`src/rtl/sdram_arbiter.sv`:
```
// rtl/sdram_arbiter.sv - two-client req/ack front end for the SDRAM controller strobe protocol
// SDRAM_ARB_RR_EN selects strict round-robin; undefined gives port-0 priority with a starvation limit.
module sdram_arbiter #(
    parameter int ADDR_W     = 25,
    parameter int DATA_W     = 16,
    parameter int STARVE_MAX = 8
) (
    input  logic              clk,
    input  logic              reset_n,
    input  logic              p0_req,
    input  logic              p0_we,
    input  logic              p0_word,
    input  logic [ADDR_W-1:0] p0_addr,
    input  logic [DATA_W-1:0] p0_wdata,
    output logic              p0_ack,
    output logic [DATA_W-1:0] p0_rdata,
    input  logic              p1_req,
    input  logic              p1_we,
    input  logic              p1_word,
    input  logic [ADDR_W-1:0] p1_addr,
    input  logic [DATA_W-1:0] p1_wdata,
    output logic              p1_ack,
    output logic [DATA_W-1:0] p1_rdata,
    output logic              mem_rd,
    output logic              mem_wr,
    output logic              mem_word,
    output logic [ADDR_W-1:0] mem_addr,
    output logic [DATA_W-1:0] mem_din,
    input  logic [DATA_W-1:0] mem_dout,
    input  logic              mem_ready
);

    typedef enum logic [1:0] {S_IDLE, S_ACCEPT, S_BUSY, S_DONE} state_t;

    state_t              state_q, state_d;
    logic                port_q, port_d;
    logic                we_q, we_d;
    logic                mem_rd_q, mem_rd_d;
    logic                mem_wr_q, mem_wr_d;
    logic                mem_word_q, mem_word_d;
    logic [ADDR_W-1:0]   mem_addr_q, mem_addr_d;
    logic [DATA_W-1:0]   mem_din_q, mem_din_d;
    logic                p0_ack_q, p0_ack_d;
    logic                p1_ack_q, p1_ack_d;
    logic [DATA_W-1:0]   p0_rdata_q, p0_rdata_d;
    logic [DATA_W-1:0]   p1_rdata_q, p1_rdata_d;
    logic                grant_p1;

`ifdef SDRAM_ARB_RR_EN
    // 1 means port 1 has priority on the next collision
    logic                prio_q, prio_d;
`else
    localparam int STARVE_W = $clog2(STARVE_MAX + 1);
    localparam logic [STARVE_W-1:0] STARVE_LIM = STARVE_W'(STARVE_MAX);
    logic [STARVE_W-1:0] starve_q, starve_d;
`endif

    always_comb begin
        state_d    = state_q;
        port_d     = port_q;
        we_d       = we_q;
        mem_rd_d   = mem_rd_q;
        mem_wr_d   = mem_wr_q;
        mem_word_d = mem_word_q;
        mem_addr_d = mem_addr_q;
        mem_din_d  = mem_din_q;
        p0_ack_d   = 1'b0;
        p1_ack_d   = 1'b0;
        p0_rdata_d = p0_rdata_q;
        p1_rdata_d = p1_rdata_q;
`ifdef SDRAM_ARB_RR_EN
        prio_d     = prio_q;
        grant_p1   = p1_req && (!p0_req || prio_q);
`else
        starve_d   = starve_q;
        grant_p1   = p1_req && (!p0_req || (starve_q == STARVE_LIM));
`endif

        case (state_q)
            S_IDLE: begin
                // Wait for mem_ready so a strobe never rises into a busy controller
                if ((p0_req || p1_req) && mem_ready) begin
                    port_d     = grant_p1;
                    we_d       = grant_p1 ? p1_we    : p0_we;
                    mem_word_d = grant_p1 ? p1_word  : p0_word;
                    mem_addr_d = grant_p1 ? p1_addr  : p0_addr;
                    mem_din_d  = grant_p1 ? p1_wdata : p0_wdata;
                    mem_wr_d   = grant_p1 ? p1_we    : p0_we;
                    mem_rd_d   = grant_p1 ? !p1_we   : !p0_we;
                    state_d    = S_ACCEPT;
`ifdef SDRAM_ARB_RR_EN
                    prio_d     = !grant_p1;
`else
                    if (grant_p1) begin
                        starve_d = '0;
                    end else if (p1_req && (starve_q != STARVE_LIM)) begin
                        starve_d = starve_q + 1'b1;
                    end
`endif
                end
            end
            S_ACCEPT: begin
                if (!mem_ready) begin
                    mem_rd_d = 1'b0;
                    mem_wr_d = 1'b0;
                    state_d  = S_BUSY;
                end
            end
            S_BUSY: begin
                if (mem_ready) begin
                    if (port_q) begin
                        p1_ack_d = 1'b1;
                        if (!we_q) p1_rdata_d = mem_dout;
                    end else begin
                        p0_ack_d = 1'b1;
                        if (!we_q) p0_rdata_d = mem_dout;
                    end
                    state_d = S_DONE;
                end
            end
            S_DONE: begin
                state_d = S_IDLE;
            end
            default: begin
                state_d = S_IDLE;
            end
        endcase
    end

    always_ff @(posedge clk or negedge reset_n) begin
        if (!reset_n) begin
            state_q    <= S_IDLE;
            port_q     <= 1'b0;
            we_q       <= 1'b0;
            mem_rd_q   <= 1'b0;
            mem_wr_q   <= 1'b0;
            mem_word_q <= 1'b0;
            mem_addr_q <= '0;
            mem_din_q  <= '0;
            p0_ack_q   <= 1'b0;
            p1_ack_q   <= 1'b0;
            p0_rdata_q <= '0;
            p1_rdata_q <= '0;
`ifdef SDRAM_ARB_RR_EN
            prio_q     <= 1'b0;
`else
            starve_q   <= '0;
`endif
        end else begin
            state_q    <= state_d;
            port_q     <= port_d;
            we_q       <= we_d;
            mem_rd_q   <= mem_rd_d;
            mem_wr_q   <= mem_wr_d;
            mem_word_q <= mem_word_d;
            mem_addr_q <= mem_addr_d;
            mem_din_q  <= mem_din_d;
            p0_ack_q   <= p0_ack_d;
            p1_ack_q   <= p1_ack_d;
            p0_rdata_q <= p0_rdata_d;
            p1_rdata_q <= p1_rdata_d;
`ifdef SDRAM_ARB_RR_EN
            prio_q     <= prio_d;
`else
            starve_q   <= starve_d;
`endif
        end
    end

    assign mem_rd   = mem_rd_q;
    assign mem_wr   = mem_wr_q;
    assign mem_word = mem_word_q;
    assign mem_addr = mem_addr_q;
    assign mem_din  = mem_din_q;
    assign p0_ack   = p0_ack_q;
    assign p1_ack   = p1_ack_q;
    assign p0_rdata = p0_rdata_q;
    assign p1_rdata = p1_rdata_q;

endmodule
```
`config.mk`:
```
export PLATFORM = sky130hd
export DESIGN_NAME = sdram_arbiter
export DESIGN_NICKNAME = d
export VERILOG_FILES = /design/src/rtl/sdram_arbiter.sv
export SDC_FILE = /design/constraint.sdc
export NUM_CORES = 1
export LEC_CHECK = 0
export ABC_AREA = 1
export CAP_MARGIN = 20
export CORE_ASPECT_RATIO = 1.25
export CORE_MARGIN = 5
export CORE_UTILIZATION = 40
export CTS_CLUSTER_DIAMETER = 100
export CTS_CLUSTER_SIZE = 24
export DETAILED_ROUTE_END_ITERATION = 8
export PLACE_DENSITY = 0.8
export SETUP_SLACK_MARGIN = 0.4
export SLEW_MARGIN = 25
export SYNTH_ARGS = -nofsm -noshare
export SYNTH_HDL_FRONTEND = slang
export SYNTH_SLANG_ARGS = --single-unit
```
`constraint.sdc`:
```
create_clock -name clk -period 3.25 [get_ports clk]
set_input_delay 0.325 -clock clk [delete_from_list [all_inputs] [get_ports clk]]
set_output_delay 0.325 -clock clk [all_outputs]
set_load 0.05 [all_outputs]
```
# [After elaboration in Yosys (flattened, before gate mapping)]
# Index checks and enable logic that the tools add are counted.
[op_classes] add_sub_neg=1 n_mux=22 eq_ne=8 n_reduce_logical=17 bitwise=2
[ops] op="25-bit two-way mux" n=1
[ops] op="16-bit two-way mux" n=1
[ops] op="1-bit two-way mux" n=12
[ops] op="3-bit AND reduction" n=3
[ops] op="4-bit two-way mux" n=2
[ops] op="2-bit one-hot mux with 4 select lines" n=1
[ops] op="4-bit AND reduction" n=2
[ops] op="2-bit two-way mux" n=3
[ops] op="2-bit != test (second input constant)" n=3
[ops] op="4-bit by 1-bit adder with 4-bit output (second input constant)" n=1
[ops] op="2-bit == test (second input constant)" n=2
[ops] op="4-bit == test (second input constant)" n=1
[ops] op="4-bit != test (second input constant)" n=1
[ops] op="1-bit one-hot mux with 2 select lines" n=2
[ops] op="2-bit nonzero test" n=2
[ops] op="1-bit logical AND" n=3
[ops] op="1-bit logical NOT" n=3
[ops] op="2-bit by 1-bit == test with 1-bit output (second input constant)" n=1
[ops] op="2-bit logical NOT" n=1
[ops] op="1-bit logical OR" n=2
[ops] op="1-bit inverter" n=2
[ops] op="2-bit AND reduction" n=1
[word_totals] reg_bits=86 word_cells=63 inputBits=107

# [Longest topological paths before layout]
# Gate-level depths: netlist of the first run.
[logic_depth] word_depth=6 ltp_mapped=10 mapped_depth_nobuf=8

# [Worst setup path before layout of the first run]
# OpenSTA, ideal clock, no wires.
[synth_timing] kind="reg-to-reg" startpoint="reg starve_q[0]" endpoint="reg starve_q[0]" period_less_slack_ns=1.370 path_buffers=2 required_ns=3.116 setup_time_ns=0.134 path_stages_with_launch=10 slack_ns=1.880 arrival_ns=1.236 cell_sequence="dfrtp_1 -> inv_1 -> ha_1 -> nand3_2 -> nand2_4 -> nand2_1 -> buf_6 -> buf_6 -> nand3_1 -> o21ai_0"
[synth_via] elab_chain_cells=5 elab_cells_between_ends=10 cone_classes="1 x add/sub; 2 x eq/ne; 2 x mux; 5 x reduce/logical"
[synth_lines] item="start, declared" line="55" rtl="logic [STARVE_W-1:0] starve_q, starve_d;"
[synth_lines] item="start signal, assigned" line="165" rtl="starve_q <= starve_d;"
[synth_lines] item="branches (longest 5 deep; another with 4-bit by 1-bit adder with 4-bit output)"
# Several ways; the timed one is not identified. The select of a mux whose other input is x is not followed.
# A chain may end at the register's enable or synchronous reset.

# [Worst setup path after layout of the first run]
[layout_timing] startpoint="reg starve_q[0]" endpoint="reg mem_wr_q (netlist: mem_wr)"
[layout_via] elab_chain_cells=6
[layout_lines] item="4-bit == test" line="76" rtl="grant_p1 = p1_req && (!p0_req || (starve_q == STARVE_LIM));"
[layout_lines] item="1-bit logical OR" line="76"
[layout_lines] item="1-bit logical AND" line="76"
[layout_lines] item="1-bit two-way mux" line="88" rtl="mem_wr_d = grant_p1 ? p1_we : p0_we;"
[layout_lines] item="1-bit two-way mux" line="82" rtl="if ((p0_req || p1_req) && mem_ready) begin"
[layout_lines] item="1-bit one-hot mux with 2 select lines" line="79" rtl="case (state_q)"
[layout_lines] item="end signal, assigned" line="154" rtl="mem_wr_q <= mem_wr_d;"
[layout_lines] item="end, declared" line="39" rtl="logic mem_wr_q, mem_wr_d;"
# Every way passes these cells. The select of a mux whose other input is x is not followed.

==> results of run 1 <==
-- kinds of logic after synthesis --
kind of cell	synth area share
simple gates	0.288
buf+inv	0.143
flops	0.502
compound gates	0.0502
fa+ha+maj	0.0146
xor+xnor	0.00204
-- per-layer routing --
layer	global-route usage	vias up
met1	0.232	1885
met2	0.306	181
met3	0.0597	16
li1	-	2048
met5	0	-
met4	0.0672	0
-- layout make-up --
cell class / count / share of cell area
Sequential cell: 86 / 0.331
Clock buffer: 10 / 0.0367
Multi-Input combinational cell: 334 / 0.235
Inverter: 112 / 0.0650
Tap cell: 132 / 0.0254
Timing Repair Buffer: 190 / 0.291
Clock inverter: 6 / 0.0167
-- final timing paths --
check / endpoint / slack (ns) / from
min in group asynchronous: p1_rdata[0] / 0.53 / reset_n
min: starve_q[3] / 0.45 / p1_req
max in group asynchronous: mem_addr[10] / 2.10 / reset_n
max: mem_wr / 1.34 / starve_q[0]
max reg2reg: mem_wr / 1.34 / starve_q[0]
min reg2reg: p0_ack / 0.45 / port_q
-- power by group --
part           switching (mW)  total [mW]  leakage [nW]  internal (mW)
clock network           0.400        1.17         0.172          0.770
registers               0.280        1.83          1.08           1.55
logic                    2.40        3.58          2.15           1.18
total                    3.08        6.58          3.40           3.50
-- synthesized netlist by cell type --
| library cell | count |
|---|---|
| dfrtp_1 | 86 |
| nor3_1 | 1 |
| nand4_1 | 1 |
| a21boi_0 | 1 |
| or2_2 | 1 |
| nand2_4 | 1 |
| inv_4 | 1 |
| nor2_2 | 2 |
| o21ai_0 | 9 |
| inv_2 | 1 |
| nand3_2 | 1 |
| nand2_2 | 2 |
| o21ai_2 | 6 |
| xor2_1 | 1 |
| o21ai_1 | 22 |
| inv_1 | 110 |
| buf_6 | 9 |
| nand2_1 | 181 |
| nor2_1 | 5 |
| clkbuf_1 | 4 |
| ha_1 | 5 |
| nand3_1 | 95 |
| buf_2 | 15 |
-- registers in the layout, indices dropped and copies added (netlist names), 2 cells and up --
register	flops
mem_din	16
mem_addr	25
starve_q	4
state_q	2
p1_rdata	16
p0_rdata	16
-- metrics by stage --
stage               instance area, um2  total power [mW]
floorplan                         4290              4.19
global placement                  6130              5.36
detailed placement                6150              5.44
CTS                               6510              6.65
global route                      6510              6.96
finish                            6510              6.58
-- tightest hold or removal path: stages --
cell and delay, ns:
buf_2 0.12, nand2_1 0.09, nor3_1 0.07, nor2_1 0.08, nor2_1 0.05
==> flow_summary.toml, run 1 <==
[cells_and_area]
drive_gt1_frac = 0.0528
final_common_cell = "clkdlybuf4s50_1"
area_growth_pct = 51.7
antenna_cells = 0
final_cell_mix = "clkdlybuf4s50_1, nand2_1, inv_1"
multi_input_area_um2 = 1530
final_util = 0.616
fillCellCount = 897
stdcell_count = 870
fin_nets = 845
register_area_um2 = 2150

[routing]
drt_first_pass_iters = 5
wl_met3_um = 1240
via_count = 4130
dr_wl_met2_um = 5620
vias_per_cell = 4.75
routed.top_layer = "met4"
avgRoutedWirePerCell_um = 13.5
drc = 0
drtIter0Drc = 176
drt_wl_total_um = 11700
detail-route-antenna-nets = 0
wl_met1_um = 4680

[status]
status = "completed"

[sta]
fmax_ghz = 0.523
rsz0062_at_grt = "no"
fin_crit_sh = 0.588
skew_ns = 0.00443
tightest_slew_ns = 0.609
setup_viol = 0
min_period_ns = 1.91
setup_ws_ns = 1.34
setup_tns_ns = 0
hold_viol = 0
slew_headroom = 0.592
drv_slew = 0
hold_slack_ns = 0.451

[global_route]
antenna_found_initial = 0
grt_pass1_wl_um = 19400
gr-usage-all-layers = 0.188
first_global_vias = 4101
grt_max_degree = 47
grt-ovfl-total = 0

[critical_path]
critPathSlowestCell = "dfrtp_1"
crit_cells = 9
path_cells = "inv_1 > ha_1 > nand3_2 > nand2_4 > nand2_1 > buf_4 > nand2_1 > nand3_1 > nand2_1"
crit_fanout = 46
reg2reg_depth = 9
cp.buffers_inverters = 2
cp_common_cell = "nand2_1"
cp-end-kind = "flip-flop"
cp.required_ns = 3.47
cp.arrival_ns = 2.13
crit_type = "reg -> reg"
crit_family = "simple AND/OR/NAND/NOR gates"
startpoint_type = "flip-flop"
critPathMaxStageDelay_ns = 0.37

[synth]
synth_area_leader_cell = "dfrtp_1"
synth_area_leaders = "dfrtp_1, nand2_1, nand3_1"
syn-cell-area_um2 = 4290
ys_ff_latch = 86
yosysWarnings = 0
synth-seq-area-share = 0.502
synth_cell_types = 23
synth_nets = 672
yosys.area.top_type_share = 0.502
syn_area_per_cell_um2 = 7.66
postSynthCellCount = 560

[flow_run]
max_cap_viol_count = 0

[pwr]
power_density_nw_per_um2 = 1010
leakagePower_nw = 3.40
vdd_drop_max_mv = 0.512

[place]
dp_hpwl_um = 8720
place_ws_ns = 0.971
portBuffers = 184
place_congestion = 0.816
dp_cells = 853

[clock_tree]
cts_hold_buf = 1
cts_buffers = 9
clkTransAtPathRegs_ns = 0.06
clk_path_buf_depth = 2
cts_resized = 0
cts_tree = "built"
cts-root-buf = "clkbuf_16"
worstSkewPairLatency_ns = 0.33
postCtsSetupRepairBufs = 0
clock_sinks = 86
htree_levels = 3

[floorplanning]
fp.dieH_um = 126
row_count = 42
core_area_um2 = 10600
start_util = 0.406
dieWidth_um = 103
die_area_um2 = 12900
ioPinCount = 185

[worst_hold_path]
hold_path.class = "in -> reg"
hold_depth = 5
Note: power is estimated with default switching activity, not from simulation.
==> inputs of run 2 (changes only) <==
--- a/config.mk
+++ b/config.mk
@@ -9,11 +9,11 @@
 export CAP_MARGIN = 20
 export CORE_ASPECT_RATIO = 1.25
 export CORE_MARGIN = 5
-export CORE_UTILIZATION = 40
+export CORE_UTILIZATION = 39
 export CTS_CLUSTER_DIAMETER = 100
 export CTS_CLUSTER_SIZE = 24
 export DETAILED_ROUTE_END_ITERATION = 8
-export PLACE_DENSITY = 0.8
+export PLACE_DENSITY = 0.82
 export SETUP_SLACK_MARGIN = 0.4
 export SLEW_MARGIN = 25
 export SYNTH_ARGS = -nofsm -noshare
==> constraint.sdc (replaced) <==
create_clock -name clk -period 1.7 [get_ports clk]
set_input_delay 0.17 -clock clk [delete_from_list [all_inputs] [get_ports clk]]
set_output_delay 0.17 -clock clk [all_outputs]
set_load 0.05 [all_outputs]
==> run 2 against run 1 <==
Compared with the run above: worst setup slack lost 1.1 ns; sequential share of layout area shrank 4.2 points; highest routed layer unchanged; die area increased by 2.3%; power increased by 110%; critical endpoint unchanged; cell area grew 15%; largest cell class is now non-clock buffers; critical path type is now in -> reg; via count is 10% higher.
==> flow_summary.toml, run 2 (same netlist as run 1, synthesis figures left out) <==
[sta]
min_period_ns = 1.44
slew_headroom = 0.692
drv_slew = 0
tightest_slew_ns = 0.463
fmax_ghz = 0.693
skew_ns = 0.00981
hold_viol = 0
rsz0062_at_grt = "yes"
fin_crit_sh = 0.849
setup_viol = 0
setup_ws_ns = 0.257
setup_tns_ns = 0

[global_route]
grt_use_met3 = 0.0605
met1_usage = 0.249
gr-usage-all-layers = 0.215
met2_usage = 0.373
grt_max_degree = 53
grt-ovfl-total = 0
top_usage_layer = "met2"
antenna_found_initial = 0
grt_pass1_wl_um = 22800
first_global_vias = 4641

[cells_and_area]
area_growth_pct = 73.9
fin_nets = 875
final_common_cell = "nand2_1"
register_area_um2 = 2150
drive_gt1_frac = 0.288
fillCellCount = 795
final_util = 0.699
antenna_cells = 0
final_cell_mix = "nand2_1, inv_1, clkdlybuf4s50_1"
multi_input_area_um2 = 2000
stdcell_count = 899
largest_reg_flops = 25

[routing]
vias_per_cell = 5.05
drt_wl_total_um = 15600
drtIter0Drc = 175
detail-route-antenna-nets = 0
drc = 0
avgRoutedWirePerCell_um = 17.3
drt_first_pass_iters = 5
via_count = 4544

[critical_path]
path_cells = "clkdlybuf4s50_1 > nand2_1 > nand2_2 > nand2_8 > buf_12 > nor2_4 > nand3_1 > nand2_1"
critPathSlowestCell = "clkdlybuf4s50_1"
cp.required_ns = 1.97
critPathMaxStageDelay_ns = 0.62
crit_type = "in -> reg"
startpoint_type = "input port"
cp-end-kind = "flip-flop"
r2r-start = "starve_q[1]"
crit_fanout = 23
cp.arrival_ns = 1.71
reg2reg_depth = 9
cp.buffers_inverters = 2
crit_family = "buffers and inverters"
r2r_slack_ns = 0.28
cp_common_cell = "nand2_1"
r2r_end = "mem_wr"

[worst_hold_path]
hold_depth = 4
min_from = "p1_req"
hold_end = "mem_addr[10]"
hold_path.class = "in -> reg"

[floorplanning]
ioPinCount = 185
start_util = 0.402
die_area_um2 = 13200
fp.dieH_um = 127
row_count = 42
dieWidth_um = 104
core_area_um2 = 10700

[clock_tree]
cts_buffers = 9
clk_path_buf_depth = 2
cts_tree = "built"
clock_sinks = 86
cts-root-buf = "clkbuf_16"
clkTransAtPathRegs_ns = 0.06
htree_levels = 3
worstSkewPairLatency_ns = 0.34

[place]
place_ws_ns = 0.0646
portBuffers = 184
dp_cells = 860
place_congestion = 0.861
dp_hpwl_um = 9190

[pwr]
vdd_drop_max_mv = 1.10
power_density_nw_per_um2 = 1850
leakagePower_nw = 3.86

[status]
status = "completed"

[flow_run]
max_cap_viol_count = 0
[run 2: per-stage QoR]
step | instance area [um2] | power, mW | hold slack, ns
floorplan | 4320 | 8.05 | -0.126
global placement | 6220 | 10.4 | 0.170
detailed placement | 6220 | 10.5 | 0.178
CTS | 7030 | 13.0 | 0.218
global route | 7460 | 14.4 | 0.285
finish | 7460 | 13.8 | 0.270
[run 2: report_power, final]
group	internal, mW	switching, mW
clock	1.25	0.778
combinational	2.81	5.20
sequential	2.97	0.782
total	7.03	6.76
[run 2: layer usage]
| metal | routed length [um] | part of all wire | vias up |
|---|---|---|---|
| met5 | 0 | 0 | - |
| met2 | 8140 | 0.52 | 238 |
| met1 | 5780 | 0.37 | 2158 |
| met3 | 1210 | 0.078 | 35 |
| li1 | - | - | 2113 |
| met4 | 419 | 0.027 | 0 |
[run 2: what timing repair did]
action	CTS	global route
gates cloned	7	6
buffers inserted	8	2
setup endpoints to repair	132	94
pin swaps	4	7
resized for setup	204	105
hold endpoints to repair	86	0
hold buffers	1	0
[run 2: how the worst max path moves through the flow]
stage | end | startpoint | slack, ns | cells past startpoint
final | mem_wr | mem_ready | 0.26 | 8
after global routing | mem_rd | mem_ready | 0.21 | 8
after CTS | mem_din[4] | mem_din[4] | 0.28 | 1
after detailed placement | mem_wr | mem_ready | 0.06 | 8
after global placement | mem_wr | mem_ready | 0.11 | 8
after floorplan | p1_rdata[11] | state_q[0] | 0.39 | 8
[run 2: worst register-to-register path: cells and delay by family, from the launching register on]
kind | cells | cell delay [ns]
adder cells (fa/ha/maj) | 1 | 0.14
AND/OR/NAND/NOR | 6 | 0.58
flip-flops | 1 | 0.39
buffers and inverters | 2 | 0.26
[run 2: area by class of cell]
cell class / count / share of cell area
inverters: 112 / 0.0580
multi-input cells: 334 / 0.269
repair buffers: 220 / 0.321
clock inverters: 3 / 0.00570
well taps: 132 / 0.0221
clock buffers: 12 / 0.0357
flip-flops and latches: 86 / 0.288
==> inputs of run 3 (changes only) <==
--- a/config.mk
+++ b/config.mk
@@ -9,11 +9,11 @@
 export CAP_MARGIN = 20
 export CORE_ASPECT_RATIO = 1.25
 export CORE_MARGIN = 5
-export CORE_UTILIZATION = 39
+export CORE_UTILIZATION = 40
 export CTS_CLUSTER_DIAMETER = 100
 export CTS_CLUSTER_SIZE = 24
 export DETAILED_ROUTE_END_ITERATION = 8
-export PLACE_DENSITY = 0.82
+export PLACE_DENSITY = 0.8
 export SETUP_SLACK_MARGIN = 0.4
 export SLEW_MARGIN = 25
 export SYNTH_ARGS = -nofsm -noshare
==> constraint.sdc (replaced) <==
create_clock -name clk -period 1.45 [get_ports clk]
set_input_delay 0.145 -clock clk [delete_from_list [all_inputs] [get_ports clk]]
set_output_delay 0.145 -clock clk [all_outputs]
set_load 0.05 [all_outputs]
==> run 3 against run 2 <==
Compared with the run above: critical path depth is 1 lower; worst hold slack better by 0.0017 ns; sequential cell count is the same; via count rose by 1.5%; utilization grew 4.4 points; clock skew down 0.0026 ns; clock-buffer cell count is 1 lower; die area shrank 2.3%; worst setup slack lost 0.25 ns; register-to-register slack got worse by 0.28 ns; first-iteration DRC count grew 2.3%.
==> flow_summary.toml, run 3 (same netlist as run 1, synthesis figures left out) <==
[status]
status = "completed"

[clock_tree]
cts_buffers = 9
cts-root-buf = "clkbuf_16"
clkTransAtPathRegs_ns = 0.06
worstSkewPairLatency_ns = 0.33
htree_levels = 3
clk_path_buf_depth = 2
cts_tree = "built"
clock_sinks = 86

[global_route]
first_global_vias = 4659
grt_max_degree = 44
grt-ovfl-total = 0
grt_pass1_wl_um = 22000
gr-usage-all-layers = 0.215
antenna_found_initial = 0

[worst_hold_path]
hold_path.class = "in -> async"

[routing]
avgRoutedWirePerCell_um = 16.8
detail-route-antenna-nets = 0
drc = 0
drt_first_pass_iters = 5
vias_per_cell = 4.98
drt_wl_total_um = 15600
drtIter0Drc = 179
via_count = 4612

[cells_and_area]
final_cell_mix = "nand2_1, inv_1, clkdlybuf4s50_1"
final_cell_area_um2 = 7850
drive_gt1_frac = 0.346
largest_reg_flops = 25
multi_input_area_um2 = 2060
stdcell_count = 927
final_common_cell = "nand2_1"
area_growth_pct = 82.9
antenna_cells = 0
register_area_um2 = 2150
fillCellCount = 723
fin_nets = 902

[pwr]
pwr-share-seq = 0.256
clkPwrFrac = 0.143
power_density_nw_per_um2 = 2210
leakagePower_nw = 4.09
swShare = 0.468
power.switching_mw = 8.12
p_int_mw = 9.21
combPwrFrac = 0.601
finalPower_mw = 17.3
vdd_drop_max_mv = 0.995

[critical_path]
crit_type = "reg -> reg"
startpoint_type = "flip-flop"
cp.arrival_ns = 1.70
crit_family = "flip-flops"
critPathSlowestCell = "dfrtp_1"
path_cells = "inv_2 > ha_4 > nand2_4 > nor2_4 > nand2_4 > bufbuf_16 > o21ai_2"
cp.required_ns = 1.71
critPathMaxStageDelay_ns = 0.39
crit_fanout = 8
cp_common_cell = "nand2_4"
cp-end-kind = "flip-flop"
cp.buffers_inverters = 2

[place]
dp_cells = 865
dp_hpwl_um = 9340
placed_cell_area_um2 = 6220
place_ws_ns = -0.0358
portBuffers = 184
place_congestion = 0.861

[floorplanning]
ioPinCount = 185
fp.dieH_um = 126
die_area_um2 = 12900
row_count = 42
core_area_um2 = 10600
dieWidth_um = 103
start_util = 0.406

[sta]
hold_viol = 0
rsz0062_at_grt = "yes"
slew_headroom = 0.700
setup_viol = 0
setup_tns_ns = 0
fin_crit_sh = 0.998
tightest_slew_ns = 0.449
setup_ws_ns = 0.00341
drv_slew = 0
fmax_ghz = 0.691
min_period_ns = 1.45
skew_ns = 0.00724

[flow_run]
max_cap_viol_count = 0
[run 3: cell types whose count changed in the layout (fill, tap and decap cells not counted), moves of 17 or more]
cell and change:
nand3_1 -33, nand2_4 -17, buf_6 +79, nand2_2 +18, clkdlybuf4s15_2 -39, nand3_2 +31
[run 3: layer usage]
metal  up-vias  track usage  wire length [um]
met5         -            0                 0
met4         0       0.0873               291
met3        27       0.0647              1150
met2       204        0.374              8410
met1      2219        0.242              5740
li1       2162            -                 -
[run 3: repair_timing]
item / CTS / global route
setup buffers: 14 / 22
setup endpoints to repair: 159 / 155
pin swaps: 3 / 44
resized for setup: 108 / 88
endpoints found under the hold margin: 24 / 0
hold buffers: 1 / 0
cloned: 6 / 3
[run 3: power groups by stage]
| stage | Clock [mW] | Sequential [mW] | Combinational (mW) |
|---|---|---|---|
| 3_5_place_dp | 0 | 4.20 | 8.16 |
| 3_3_place_gp | 0 | 4.18 | 7.96 |
| 6_report | 2.48 | 4.44 | 10.4 |
| 5_1_grt | 2.63 | 4.57 | 11.0 |
| 2_1_floorplan | 0 | 7.49 | 2.12 |
| 4_1_cts | 2.52 | 4.37 | 9.47 |
[run 3: cell type report]
type,instances,area share
tap,132,0.0210
clock inverter,5,0.0105
multi-input combinational,334,0.262
inverter,112,0.0539
timing repair buffer,247,0.347
sequential,86,0.274
clock buffer,11,0.0309
[run 3: path summary, 6_finish.rpt]
kind	from	to	slack (ns)	depth (start not counted)
setup / recovery	state_q[0]	p0_rdata[13]	0.003	7
hold / removal	reset_n	p1_rdata[6]	0.27	2
setup reg to reg	state_q[0]	p0_rdata[13]	0.003	7
hold reg to reg	port_q	p0_ack	0.50	1
max in group asynchronous	reset_n	mem_din[3]	0.58	3
min in group clk	p1_req	mem_addr[17]	0.30	4
[run 3: per-stage QoR]
step           hold WS (ns)  utilization
2_1_floorplan        -0.151            -
3_3_place_gp         0.0762        0.589
3_5_place_dp         0.0822        0.589
4_1_cts               0.269        0.686
5_1_grt               0.296        0.743
6_report              0.272        0.743
